$ cat config.mk
export PLATFORM = sky130hd
export DESIGN_NAME = lfsr_rng_arbiter_flat
export DESIGN_NICKNAME = d
export VERILOG_FILES = /design/src/rtl/lfsr_pkg.sv /design/src/rtl/lfsr_rng_arbiter_if.sv /design/src/rtl/rr_pick.sv /design/src/rtl/lfsr_rng_arbiter.sv /design/src/flat_wrapper.sv
export SDC_FILE = /design/constraint.sdc
export NUM_CORES = 1
export LEC_CHECK = 0
export BUFFER_PORTS_ARGS = -buffer_cell sky130_fd_sc_hd__buf_2
export CAP_MARGIN = 15
export CELL_PAD_IN_SITES_DETAIL_PLACEMENT = 0
export CELL_PAD_IN_SITES_GLOBAL_PLACEMENT = 1
export CORE_MARGIN = 2
export CORE_UTILIZATION = 44
export DETAILED_ROUTE_END_ITERATION = 12
export PLACE_DENSITY = 0.83
export SYNTH_ARGS = -nofsm -noshare
export SYNTH_HDL_FRONTEND = slang
export SYNTH_SLANG_ARGS = --single-unit
export TNS_END_PERCENT = 20
$ cat constraint.sdc
create_clock -name clk -period 3 [get_ports clk]
set_clock_uncertainty 0.1 [all_clocks]
set_input_delay 0.3 -clock clk [delete_from_list [all_inputs] [get_ports clk]]
set_output_delay 0.3 -clock clk [all_outputs]
set_load 0.02 [all_outputs]
$ cat src/rtl/lfsr_pkg.sv
// rtl/lfsr_pkg.sv - shared FSM encoding and LFSR helpers for the random-word arbiter
package lfsr_pkg;

  typedef enum logic [1:0] {
    IDLE  = 2'd0,
    SHIFT = 2'd1,
    DONE  = 2'd2
  } fsm_t;

  // Register width for a counter/pointer that must hold values 0..n-1.
  function automatic int cnt_width(input int n);
    return (n <= 2) ? 1 : $clog2(n);
  endfunction

  // Fibonacci step on an n-bit state carried in a 32-bit container.
  function automatic logic [31:0] lfsr_next(input logic [31:0] state,
                                            input logic [31:0] taps,
                                            input int          n);
    logic [31:0] mask;
    mask = (n >= 32) ? '1 : ((32'd1 << n) - 32'd1);
    return ((state << 1) | {31'd0, ^(state & taps)}) & mask;
  endfunction

endpackage

$ cat src/rtl/lfsr_rng_arbiter_if.sv
// rtl/lfsr_rng_arbiter_if.sv - request/grant/word bundle between requesters and the arbiter
interface lfsr_rng_arbiter_if #(
  parameter int N    = 4,
  parameter int NREQ = 4
) ();

  logic [NREQ-1:0] req;
  logic [NREQ-1:0] gnt;
  logic [N-1:0]    data;
  logic            data_valid;

  modport master (output req, input gnt, input data, input data_valid);
  modport slave  (input req, output gnt, output data, output data_valid);

endinterface

$ cat src/rtl/rr_pick.sv
// rtl/rr_pick.sv - rotating-priority one-hot select; req[ptr] has highest priority
module rr_pick #(
  parameter int NREQ = 4,
  parameter int PW   = 2
) (
  input  logic [NREQ-1:0] req,
  input  logic [PW-1:0]   ptr,
  output logic [NREQ-1:0] gnt,
  output logic [PW-1:0]   idx
);

  int j;

  // Walk offsets from farthest to nearest so the nearest requester wins.
  always_comb begin
    gnt = '0;
    idx = '0;
    j   = 0;
    for (int i = NREQ - 1; i >= 0; i--) begin
      j = int'(ptr) + i;
      if (j >= NREQ) j = j - NREQ;
      if (req[PW'(j)]) begin
        gnt          = '0;
        gnt[PW'(j)]  = 1'b1;
        idx          = PW'(j);
      end
    end
  end

endmodule

$ cat src/rtl/lfsr_rng_arbiter.sv
// rtl/lfsr_rng_arbiter.sv - round-robin shared LFSR producing one N-bit word per grant
module lfsr_rng_arbiter
  import lfsr_pkg::*;
#(
  parameter int           N    = 4,
  parameter logic [N-1:0] TAPS = 4'b1001,
  parameter int           NREQ = 4,
  parameter logic [N-1:0] SEED = 4'b0001
) (
  input  logic                clk,
  input  logic                reset,
  input  logic                seed_load,
  input  logic [N-1:0]        seed_val,
  lfsr_rng_arbiter_if.slave   bus,
  output logic                busy,
  output logic                seed_err
);

  localparam int CW = cnt_width(N);
  localparam int PW = cnt_width(NREQ);

  fsm_t            fsm;
  logic [N-1:0]    state;
  logic [N-1:0]    state_step;
  logic [CW-1:0]   cnt;
  logic [PW-1:0]   ptr;
  logic [PW-1:0]   gidx;
  logic [NREQ-1:0] pick_gnt;
  logic [PW-1:0]   pick_idx;

  rr_pick #(.NREQ(NREQ), .PW(PW)) u_rr_pick (
    .req (bus.req),
    .ptr (ptr),
    .gnt (pick_gnt),
    .idx (pick_idx)
  );

  // An all-zero state would never leave zero, so it is replaced by SEED.
  assign state_step = (state == '0) ? SEED
                                    : N'(lfsr_next(32'(state), 32'(TAPS), N));

  always_ff @(posedge clk or negedge reset) begin
    if (!reset) begin
      fsm            <= IDLE;
      state          <= SEED;
      cnt            <= '0;
      ptr            <= '0;
      gidx           <= '0;
      bus.gnt        <= '0;
      bus.data       <= '0;
      bus.data_valid <= 1'b0;
      busy           <= 1'b0;
      seed_err       <= 1'b0;
    end else begin
      seed_err <= 1'b0;
      case (fsm)
        IDLE: begin
          if (seed_load) begin
            if (seed_val == '0) begin
              state    <= SEED;
              seed_err <= 1'b1;
            end else begin
              state <= seed_val;
            end
          end else if (|bus.req) begin
            bus.gnt <= pick_gnt;
            gidx    <= pick_idx;
            cnt     <= CW'(N - 1);
            busy    <= 1'b1;
            fsm     <= SHIFT;
          end
        end
        SHIFT: begin
          state <= state_step;
          if (seed_load) seed_err <= 1'b1;
          if (cnt == '0) begin
            bus.data       <= state_step;
            bus.data_valid <= 1'b1;
            fsm            <= DONE;
          end else begin
            cnt <= cnt - 1'b1;
          end
        end
        DONE: begin
          if (seed_load) seed_err <= 1'b1;
          bus.data_valid <= 1'b0;
          bus.gnt        <= '0;
          busy           <= 1'b0;
          ptr            <= (gidx == PW'(NREQ - 1)) ? '0 : gidx + 1'b1;
          fsm            <= IDLE;
        end
        default: fsm <= IDLE;
      endcase
    end
  end

endmodule

$ cat src/flat_wrapper.sv
// flat-port wrapper written by rule: the top's interface ports become plain ports
module lfsr_rng_arbiter_flat import lfsr_pkg::*;
#(
  parameter int           N    = 4,
  parameter logic [N-1:0] TAPS = 4'b1001,
  parameter int           NREQ = 4,
  parameter logic [N-1:0] SEED = 4'b0001
)
  (clk, reset, seed_load, seed_val, busy, seed_err, bus_req, bus_gnt, bus_data, bus_data_valid);
  lfsr_rng_arbiter_if #(.N(N), .NREQ(NREQ)) bus_i ();
  input  logic clk;
  input  logic reset;
  input  logic seed_load;
  input  logic [N-1:0] seed_val;
  output logic busy;
  output logic seed_err;
  input wire logic [$bits(bus_i.req)-1:0] bus_req;
  output wire logic [$bits(bus_i.gnt)-1:0] bus_gnt;
  output wire logic [$bits(bus_i.data)-1:0] bus_data;
  output wire logic [$bits(bus_i.data_valid)-1:0] bus_data_valid;
  assign bus_i.req = bus_req;
  assign bus_gnt = bus_i.gnt;
  assign bus_data = bus_i.data;
  assign bus_data_valid = bus_i.data_valid;
  lfsr_rng_arbiter #(.N(N), .TAPS(TAPS), .NREQ(NREQ), .SEED(SEED)) u_core (.clk(clk), .reset(reset), .seed_load(seed_load), .seed_val(seed_val), .bus(bus_i), .busy(busy), .seed_err(seed_err));
endmodule
== After elaboration in Yosys (flattened, before gate mapping) ==
Index checks and enable logic that the tools add are counted.
Word-level totals
  bits in registers: 23
  input port bits: 11
  output and inout port bits: 11
Cells by class
  add/sub/neg operators: 9
  order comparisons: 12
  eq/ne operators: 8
  muxes and demuxes: 57
  bitwise logic cells: 2
  reduce and logical (&&, ||, !) cells: 21
Operators with widths (number)
  4-bit 2-to-1 mux: 9
  32-bit XOR reduction: 1
  2-bit 2-to-1 mux: 15
  1-bit 2-to-1 mux: 18
  2-bit by 4-bit < comparator with 1-bit output, second input constant: 4
  4-bit case mux with 2 select lines: 2
  2-bit by 1-bit subtractor with 2-bit output, second input constant: 5
  3-bit greater-or-equal comparator, second input constant: 3
  3-bit AND reduction: 3
  1-bit binary-select mux with 2-bit select: 4
  1-bit demux with 2-bit select: 4
  2-bit by 1-bit greater-or-equal comparator with 1-bit output, second input constant: 4
  4-bit logical NOT: 2
  2-bit case mux with 2 select lines: 2
  2-bit by 2-bit adder with 3-bit output, second input constant: 2
  2-bit inequality test, second input constant: 3
  1-bit case mux with 2 select lines: 3
  2-bit AND reduction: 3
  2-bit nonzero test: 3
  2-bit == test, second input constant: 2
  1-bit logical AND: 4
  2-bit logical NOT: 2
  2-bit by 1-bit inequality test with 1-bit output, second input constant: 2
  4-bit by 1-bit bitwise OR with 4-bit output: 1
  8 further kinds: 8

== Depth between registers and ports, before layout ==
Gate-level depths: netlist of run 1.
  depth after elaboration: 14
  depth in mapped cells: 9
  depth with buffers taken out: 6

== By module ==
A second synthesis of run 1 with hierarchy kept.
Unflattened totals
  cells, all modules: 191
  area total of the unflattened synthesis: 1771.7 um2
Modules (own cells, without submodules)
  lfsr_rng_arbiter: instances 1, cells an instance 106, area each 1148.6 um2
  rr_pick: instances 1, cells an instance 85, area each 623.1 um2

== Least setup slack after synthesis of run 1 ==
OpenSTA, ideal clock, no wires.
  kind: flip-flop to flip-flop
  start point: register u_core.ptr[0]
  end point: register u_core.bus.gnt[0]
  arrival: 2524 ps
  required time: 2778 ps
  setup slack: 255 ps
  cell stages (with the launch flop): 10
  buffers on the path: 3
  period minus slack after synthesis: 2745 ps
  cells stage by stage: dfrtp_1 -> buf_6 -> clkbuf_1 -> inv_1 -> ha_1 -> clkbuf_1 -> mux2_2 -> a221oi_1 -> o211ai_1 -> a32o_1
Between the ends
  longest elaborated chain between the ends: 14
RTL lines
  start, declared: line lfsr_rng_arbiter.sv:26  | logic [PW-1:0] ptr;
  start signal, assigned: line lfsr_rng_arbiter.sv:89  | ptr <= (gidx == PW'(NREQ - 1)) ? '0 : gidx + 1'b1;
  2-bit by 2-bit adder with 3-bit output: line rr_pick.sv:20  | j = int'(ptr) + i;
  3-bit greater-or-equal comparator or 2-bit by 1-bit subtractor with 2-bit output (tied branches): line rr_pick.sv:21  | if (j >= NREQ) j = j - NREQ;
  2-bit 2-to-1 mux: line rr_pick.sv:21
  2-bit by 4-bit < comparator with 1-bit output (not written as such) or 2-bit by 1-bit greater-or-equal comparator with 1-bit output (tied branches): line rr_pick.sv:24  | gnt[PW'(j)] = 1'b1;
  1-bit logical AND (not written as such): line rr_pick.sv:24
  1-bit 2-to-1 mux (not written as such): line rr_pick.sv:24
  1-bit demux with 2-bit select: line rr_pick.sv:24
  4-bit 2-to-1 mux (3 in a row): line rr_pick.sv:22  | if (req[PW'(j)]) begin
  4-bit 2-to-1 mux *: line rr_pick.sv:22
  4-bit 2-to-1 mux *: line lfsr_rng_arbiter.sv:65  | end else if (|bus.req) begin
  4-bit 2-to-1 mux *: line lfsr_rng_arbiter.sv:58  | if (seed_load) begin
  4-bit case mux with 2 select lines *: line lfsr_rng_arbiter.sv:56  | case (fsm)
  end signal, assigned: line lfsr_rng_arbiter.sv:66  | bus.gnt <= pick_gnt;
  end, declared: line lfsr_rng_arbiter_if.sv:13  | modport slave (input req, output gnt, output data, output data_valid);
Mark *: on every way between the ends. The rest lies on a longest branch, timed or not. The select of a mux whose other input is x is not followed.
A chain may end at the register's enable or synchronous reset.

== Worst setup path in the final report of run 1 ==
  start point: register u_core.ptr[1]
  end point: register u_core.bus.gnt[1]
Same word-level chain as after synthesis.

==> results of run 1 <==
critical path, delay by kind of cell, from the launching register on:
family | cells | cell delay [ns]
compound gates | 3 | 0.66
fa+ha+maj | 1 | 0.50
mux | 1 | 0.40
flops | 1 | 0.36
buf+inv | 1 | 0.13
where the power goes:
| group | switching (mW) | total [mW] | internal, mW |
|---|---|---|---|
| clock | 0.105 | 0.199 | 0.0940 |
| combinational | 0.686 | 1.21 | 0.521 |
| sequential | 0.0909 | 0.543 | 0.452 |
routing by layer:
metal,track usage [%],vias to the layer above,part of all wire (%)
met5,0,-,0
met3,3.24,7,4.0
met1,26.7,670,48
met4,4.69,0,1.0
li1,-,691,-
met2,27.1,35,47
cells in the final DEF, fill, tap and decap left out, drive strengths merged, types with 3 or more instances in the layout:
cell / instances
ha: 13
nand2b: 5
inv: 10
mux2: 9
clkbuf: 3
dfrtp: 22
a21oi: 8
nor2: 8
and2: 4
buf: 23
mux4: 4
a32o: 4
a211oi: 3
mux2i: 3
nor2b: 5
nand2: 10
a22oi: 4
o21ai: 12
o22ai: 6
o211ai: 6
through the flow:
stage	hold WS, ns	instances	instance area, µm²	total power, mW
floorplan	-0.0956	174	1680	1.47
global placement	0.198	234	1810	1.71
detailed placement	0.210	234	1810	1.76
CTS	0.174	239	1870	1.96
global route	0.204	239	1870	2.12
finish	0.180	239	1870	1.95
synthesized netlist by cell type (all sizes together):
master	n
a211oi	3
nor3b	1
a221oi	2
nand3	2
and2	4
inv	10
o31ai	2
dfrtp	22
buf	5
or4	1
o211ai	6
o21a	2
mux4	4
o21ai	12
a22oi	4
nand4bb	2
o22ai	6
a2bb2oi	2
dfstp	1
a21oi	8
nand2b	5
nor2	8
clkbuf	6
nor2b	5
or2	1
a32oi	1
a22o	1
nor4	2
nand2	10
mux2i	3
a21o	2
a32o	4
o32ai	1
o221a	1
a31oi	1
mux2	9
ha	13
nor3	2
state kept, by name (all words and copies together) (netlist names):
register,count
u_core.bus.data_valid,1
u_core.bus.data,4
u_core.state,4
u_core.ptr,2
u_core.bus.gnt,4
u_core.gidx,2
u_core.busy,1
u_core.cnt,2
u_core.seed_err,1
u_core.fsm,2
cell type report:
class	instances	area, µm²
Multi-Input combinational cell	130	1010
Clock buffer	3	41.3
Tap cell	48	60.1
Fill cell	343	1790
Timing Repair Buffer	24	130
Inverter	10	37.5
Sequential cell	23	577
Clock inverter	1	7.51
worst min-delay path by stage:
stage / endpoint / from / cells past startpoint
2_1_floorplan: u_core.bus.data[0]$_DFFE_PN0N_ / reset / 0
3_3_place_gp: u_core.bus.data[1]$_DFFE_PN0N_ / reset / 1
3_5_place_dp: u_core.bus.data[1]$_DFFE_PN0N_ / reset / 1
4_1_cts: u_core.state[1]$_DFFE_PN0P_ / seed_val[1] / 3
5_1_grt: u_core.state[1]$_DFFE_PN0P_ / seed_val[1] / 3
6_report: u_core.state[1]$_DFFE_PN0P_ / seed_val[1] / 3
logic make-up after synthesis:
kind of cell | count (synthesis) | synth area share (%)
multiplexers | 16 | 13.2
flip-flops | 23 | 34.3
adder cells (fa/ha/maj) | 13 | 9.67
AND/OR/NAND/NOR | 43 | 13.8
buffers and inverters | 21 | 5.43
AO/OA/AOI/OAI | 58 | 23.7
timing repair:
action	in CTS	in global routing
setup buffers	0	0
hold endpoints to repair	22	0
hold buffers	1	0
==> results.yml, run 1 <==
sta:
  fin_crit_ns: 2.25
  fin_crit_sh_pct: 75.1
  rsz0062_at_grt: "no"
  slew_headroom_pct: 54.2
  finalSetupViolations: 0
  hold_violations: 0
  finalMaxSlewViolations: 0
  setup_slack_ns: 0.746
  worst_pin_slew_ns: 0.679
  clock.fmax_ghz: 0.444
  setup-tns-final_ns: 0
floorplan:
  std_cell_rows: 22
  coreArea_um2: 3660
  die_y_um: 65.8
  die_w_um: 65.8
  ioPinCount: 22
  initial_core_util_pct: 46.0
  die_area_um2: 4340
synthesis:
  yosysSeqAreaShare_pct: 34.3
  ys_top_cells_by_area: "dfrtp_1 33%, ha_1 9.7%, mux2_2 6.0%, mux4_2 5.4%, o21ai_0 3.6%"
  synth_top_area_share_pct: 32.7
  syn_nets: 198
  ys_types: 39
  synthesis.area_um2: 1680
  syn_inst: 174
  ys_seq_elements: 23
  avgSynthCellArea_um2: 9.67
  ys_warn_count: 0
  synth_top_area_cell: "dfrtp_1"
hold_path:
  min_path_type: "input pin to flop"
clock_tree:
  cts.sinks: 23
  worstSkewPairLatency_ns: 0.27
  clock_path_buffers: 2
  post_cts_resized: 0
  cts_tree: "done"
  cts-htree-levels: 1
  cts_root_buf: "clkbuf_8"
  cts_made_buffers: 3
  cts.clk_slew.worst_paths_ns: 0.09
drt:
  drc_errors: 0
  drt_iter0_drc: 108
  vias: 1403
  routedWlPerCell_um: 14.8
  ant_nets: 0
  post_drt_via_cell_ratio: 5.87
  finalWirelength_um: 3540
  dr.pass1.iters: 4
layout:
  areaGrowthSynthToFinish_pct: 11.0
  n_antenna_cell: 0
  fin_nets: 216
  drive_above_1_share_pct: 22.5
  final_util_pct: 51.0
placed_design:
  portBuffers: 21
  gp_congestion: 0.926
  place_hpwl_um: 2670
  dp_slack_ns: 0.761
critical_path:
  timing.rr.end: "u_core.bus.gnt[1]$_DFFE_PN0P_"
  ff2ff_setup_slack_ns: 0.75
  rr_worst_depth: 6
  cp_max_fo: 9
  required_ns: 3.06
  cp-end-kind: "flop"
  worstPathCellList: "inv_1 -> ha_1 -> mux2_2 -> a221oi_1 -> o211ai_1 -> a32o_1"
  crit_end: "u_core.bus.gnt[1]$_DFFE_PN0P_"
  worstPathArrival_ns: 2.31
  crit_path_start: "u_core.ptr[1]$_DFFE_PN0N_"
  cp-start-kind: "flop"
  crit_type: "flop to flop"
  r2r-start: "u_core.ptr[1]$_DFFE_PN0N_"
  slowest_delay_ns: 0.50
  crit_path_top_delay_cell: "ha_1"
grt:
  grt_pass1_wl_um: 6110
  grt_use_total_pct: 18.0
  grt_pass1_vias: 1282
  grt_max_degree: 24
  grt_overflow: 0
  grt_antenna_before_repair: 0
pwr:
  peakVddDrop_mv: 0.478
  pwr_density_cell_nw_per_um2: 1040
  power_leakage_nw: 0.804
run:
  drv_cap: 0
status:
  status: "completed"
Power figures use the tool's default switching activity.
==> inputs of run 2 (changes only) <==
Settings changed: ABC_AREA set to 1, CORE_UTILIZATION 44 to 41, PLACE_DENSITY 0.83 to 0.82.
Clock period 3 ns to 2.3 ns, I/O delays scaled along.
==> results.yml, run 2 <==
status:
  status: "completed"
synthesis:
  synth_top_area_cell: "dfrtp_1"
  synth_common_cells: "77 x nand2_1, 25 x o21ai_0, 22 x dfrtp_1, 22 x inv_1, 13 x ha_1"
  avgSynthCellArea_um2: 7.44
  synthesis.area_um2: 1620
  ys_top_cells_by_area: "dfrtp_1 34%, nand2_1 18%, ha_1 10%, o21ai_0 7.7%, inv_1 5.1%"
  async_reset_ff_share_pct: 100
  ys.flop_type: "dfrtp_1"
  ys_types: 26
  ys_seq_elements: 23
  syn_inst: 217
  synth_edf_count: 0
  synth_top_area_share_pct: 34.1
  ys_warn_count: 0
  yosysSeqAreaShare_pct: 35.7
  syn_nets: 241
  synth_most_common_cell: "nand2_1"
run:
  drv_cap: 0
clock_tree:
  cts-htree-levels: 1
  post-cts-setup-buffers: 0
  worstSkewPairLatency_ns: 0.26
  cts.sinks: 23
  cts_tree: "done"
  ctsHoldBuffers: 1
  cts_root_buf: "clkbuf_8"
  cts.clk_slew.worst_paths_ns: 0.08
  cts_made_buffers: 3
  clock_path_buffers: 2
  post_cts_resized: 0
sta:
  rsz0062_at_grt: "no"
  clock.fmax_ghz: 0.519
  hold_violations: 0
  setup-tns-final_ns: 0
  fin_crit_sh_pct: 83.8
  finalMaxSlewViolations: 0
  worst_pin_slew_ns: 0.518
  slew_headroom_pct: 65.5
  fin_crit_ns: 1.93
  finalSetupViolations: 0
pwr:
  comb_power_share_pct: 64.1
  power_mw: 2.68
  sw_frac_of_total_pct: 51.0
  peakVddDrop_mv: 0.777
  seq_power_share_pct: 26.6
  pwr_density_cell_nw_per_um2: 1450
  internal-power_mw: 1.31
  power_leakage_nw: 0.997
  power_switching_mw: 1.37
  clock_power_share_pct: 9.3
grt:
  grt_use_total_pct: 16.9
  grt_max_degree: 24
  grt_antenna_before_repair: 0
  grt_pass1_vias: 1283
  grt_pass1_wl_um: 5700
  grt_overflow: 0
floorplan:
  coreArea_um2: 3720
  std_cell_rows: 22
  initial_core_util_pct: 43.5
  die_w_um: 66.8
  ioPinCount: 22
  die_y_um: 66.8
  die_area_um2: 4460
hold_path:
  min_path_type: "input pin to flop"
  min_path_cells: 3
drt:
  vias: 1396
  drc_errors: 0
  dr.pass1.iters: 4
  ant_nets: 0
  post_drt_via_cell_ratio: 4.78
  routedWlPerCell_um: 11.5
  drt_iter0_drc: 55
  finalWirelength_um: 3370
layout:
  final_util_pct: 49.7
  layout_commonest_cell: "nand2_1"
  fin_nets: 269
  most-common-layout-cells: "77 x nand2_1, 25 x o21ai_0, 22 x inv_1, 22 x dfrtp_1, 21 x buf_2"
  top_regs: "u_core.bus.data (4), u_core.bus.gnt (4), u_core.state (4)"
  drive_above_1_share_pct: 19.7
  n_antenna_cell: 0
  areaGrowthSynthToFinish_pct: 14.3
  nFillCells: 386
critical_path:
  cp-end-kind: "flop"
  cp_max_fo: 8
  crit_type: "flop to flop"
  rr_worst_depth: 11
  cp-start-kind: "flop"
  required_ns: 2.41
  worstPathArrival_ns: 2.04
placed_design:
  gp_congestion: 0.836
  place_hpwl_um: 2700
  portBuffers: 21
==> run 2: cell types whose count changed after synthesis, sizes merged, moves of 9 or more <==
cell / delta
inv: +16
mux2: -9
nand2: +75
nand3: +13
o21ai: +15
==> run 2: kinds of logic (layout without fill, tap and decap cells) <==
kind of cell / Yosys count / after routing / synth area share, %
buf+inv: 28 / 55 / 7.13
fa+ha+maj: 13 / 13 / 10.1
flops: 23 / 23 / 35.7
simple gates: 114 / 114 / 33.9
compound gates: 39 / 39 / 13.2
==> run 2: routing by layer <==
layer  wire, µm  share of wire (%)  global-route usage (%)  up-vias
met5          0                  0                       0        -
met3         96                2.9                    3.55        2
li1           -                  -                       -      755
met1       1810                 54                    23.0      622
met2       1440                 43                    27.0       17
met4         25               0.74                    4.59        0
==> run 2: path summary, 6_finish.rpt <==
| kind | from | end | slack [ns] |
|---|---|---|---|
| setup / recovery | u_core.ptr[1]$_DFFE_PN0N_ | u_core.gidx[0]$_DFFE_PN0P_ | 0.37 |
| hold / removal | seed_val[3] | u_core.state[3]$_DFFE_PN0P_ | 0.12 |
| setup reg to reg | u_core.ptr[1]$_DFFE_PN0N_ | u_core.gidx[0]$_DFFE_PN0P_ | 0.37 |
| hold reg to reg | u_core.bus.gnt[1]$_DFFE_PN0P_ | u_core.bus.gnt[1]$_DFFE_PN0P_ | 0.38 |
| max in group asynchronous | reset | u_core.state[0]$_DFFE_PN1P_ | 1.37 |
| min in group asynchronous | reset | u_core.bus.gnt[0]$_DFFE_PN0P_ | 0.36 |
==> run 2: worst max-delay path: stages (launching register included) <==
cell	delay, ns
dfrtp_1	0.49
inv_1	0.10
ha_1	0.41
inv_1	0.15
nand3_4	0.10
nand2_4	0.11
inv_4	0.05
nor2_4	0.11
inv_2	0.05
a21oi_2	0.10
nand2_1	0.05
nand2_1	0.05
==> run 2: per-stage QoR <==
stage / cell area, µm² / setup slack, ns / hold WS (ns) / std cells
after floorplan: 1620 / 0.413 / -0.166 / 217
after global placement: 1790 / 0.415 / 0.134 / 287
after detailed placement: 1790 / 0.400 / 0.144 / 287
after CTS: 1850 / 0.387 / 0.114 / 292
after global routing: 1850 / 0.225 / 0.148 / 292
final: 1850 / 0.372 / 0.118 / 292
==> run 2: cell type report <==
type                       count  area, µm²  share of cell area (%)
inverter                      26        103                    5.56
sequential                    23        577                    31.2
timing repair buffer          25        138                    7.45
multi-input combinational    166        923                    50.0
clock buffer                   3       41.3                    2.24
clock inverter                 1       5.00                   0.271
tap                           48       60.1                    3.25
==> run 2: power by group through the flow <==
stage	clock network [mW]	logic (mW)	registers, mW
2_1_floorplan	0	1.22	0.804
3_3_place_gp	0	1.72	0.715
3_5_place_dp	0	1.72	0.722
4_1_cts	0.258	1.73	0.714
5_1_grt	0.277	1.97	0.739
6_report	0.250	1.72	0.712
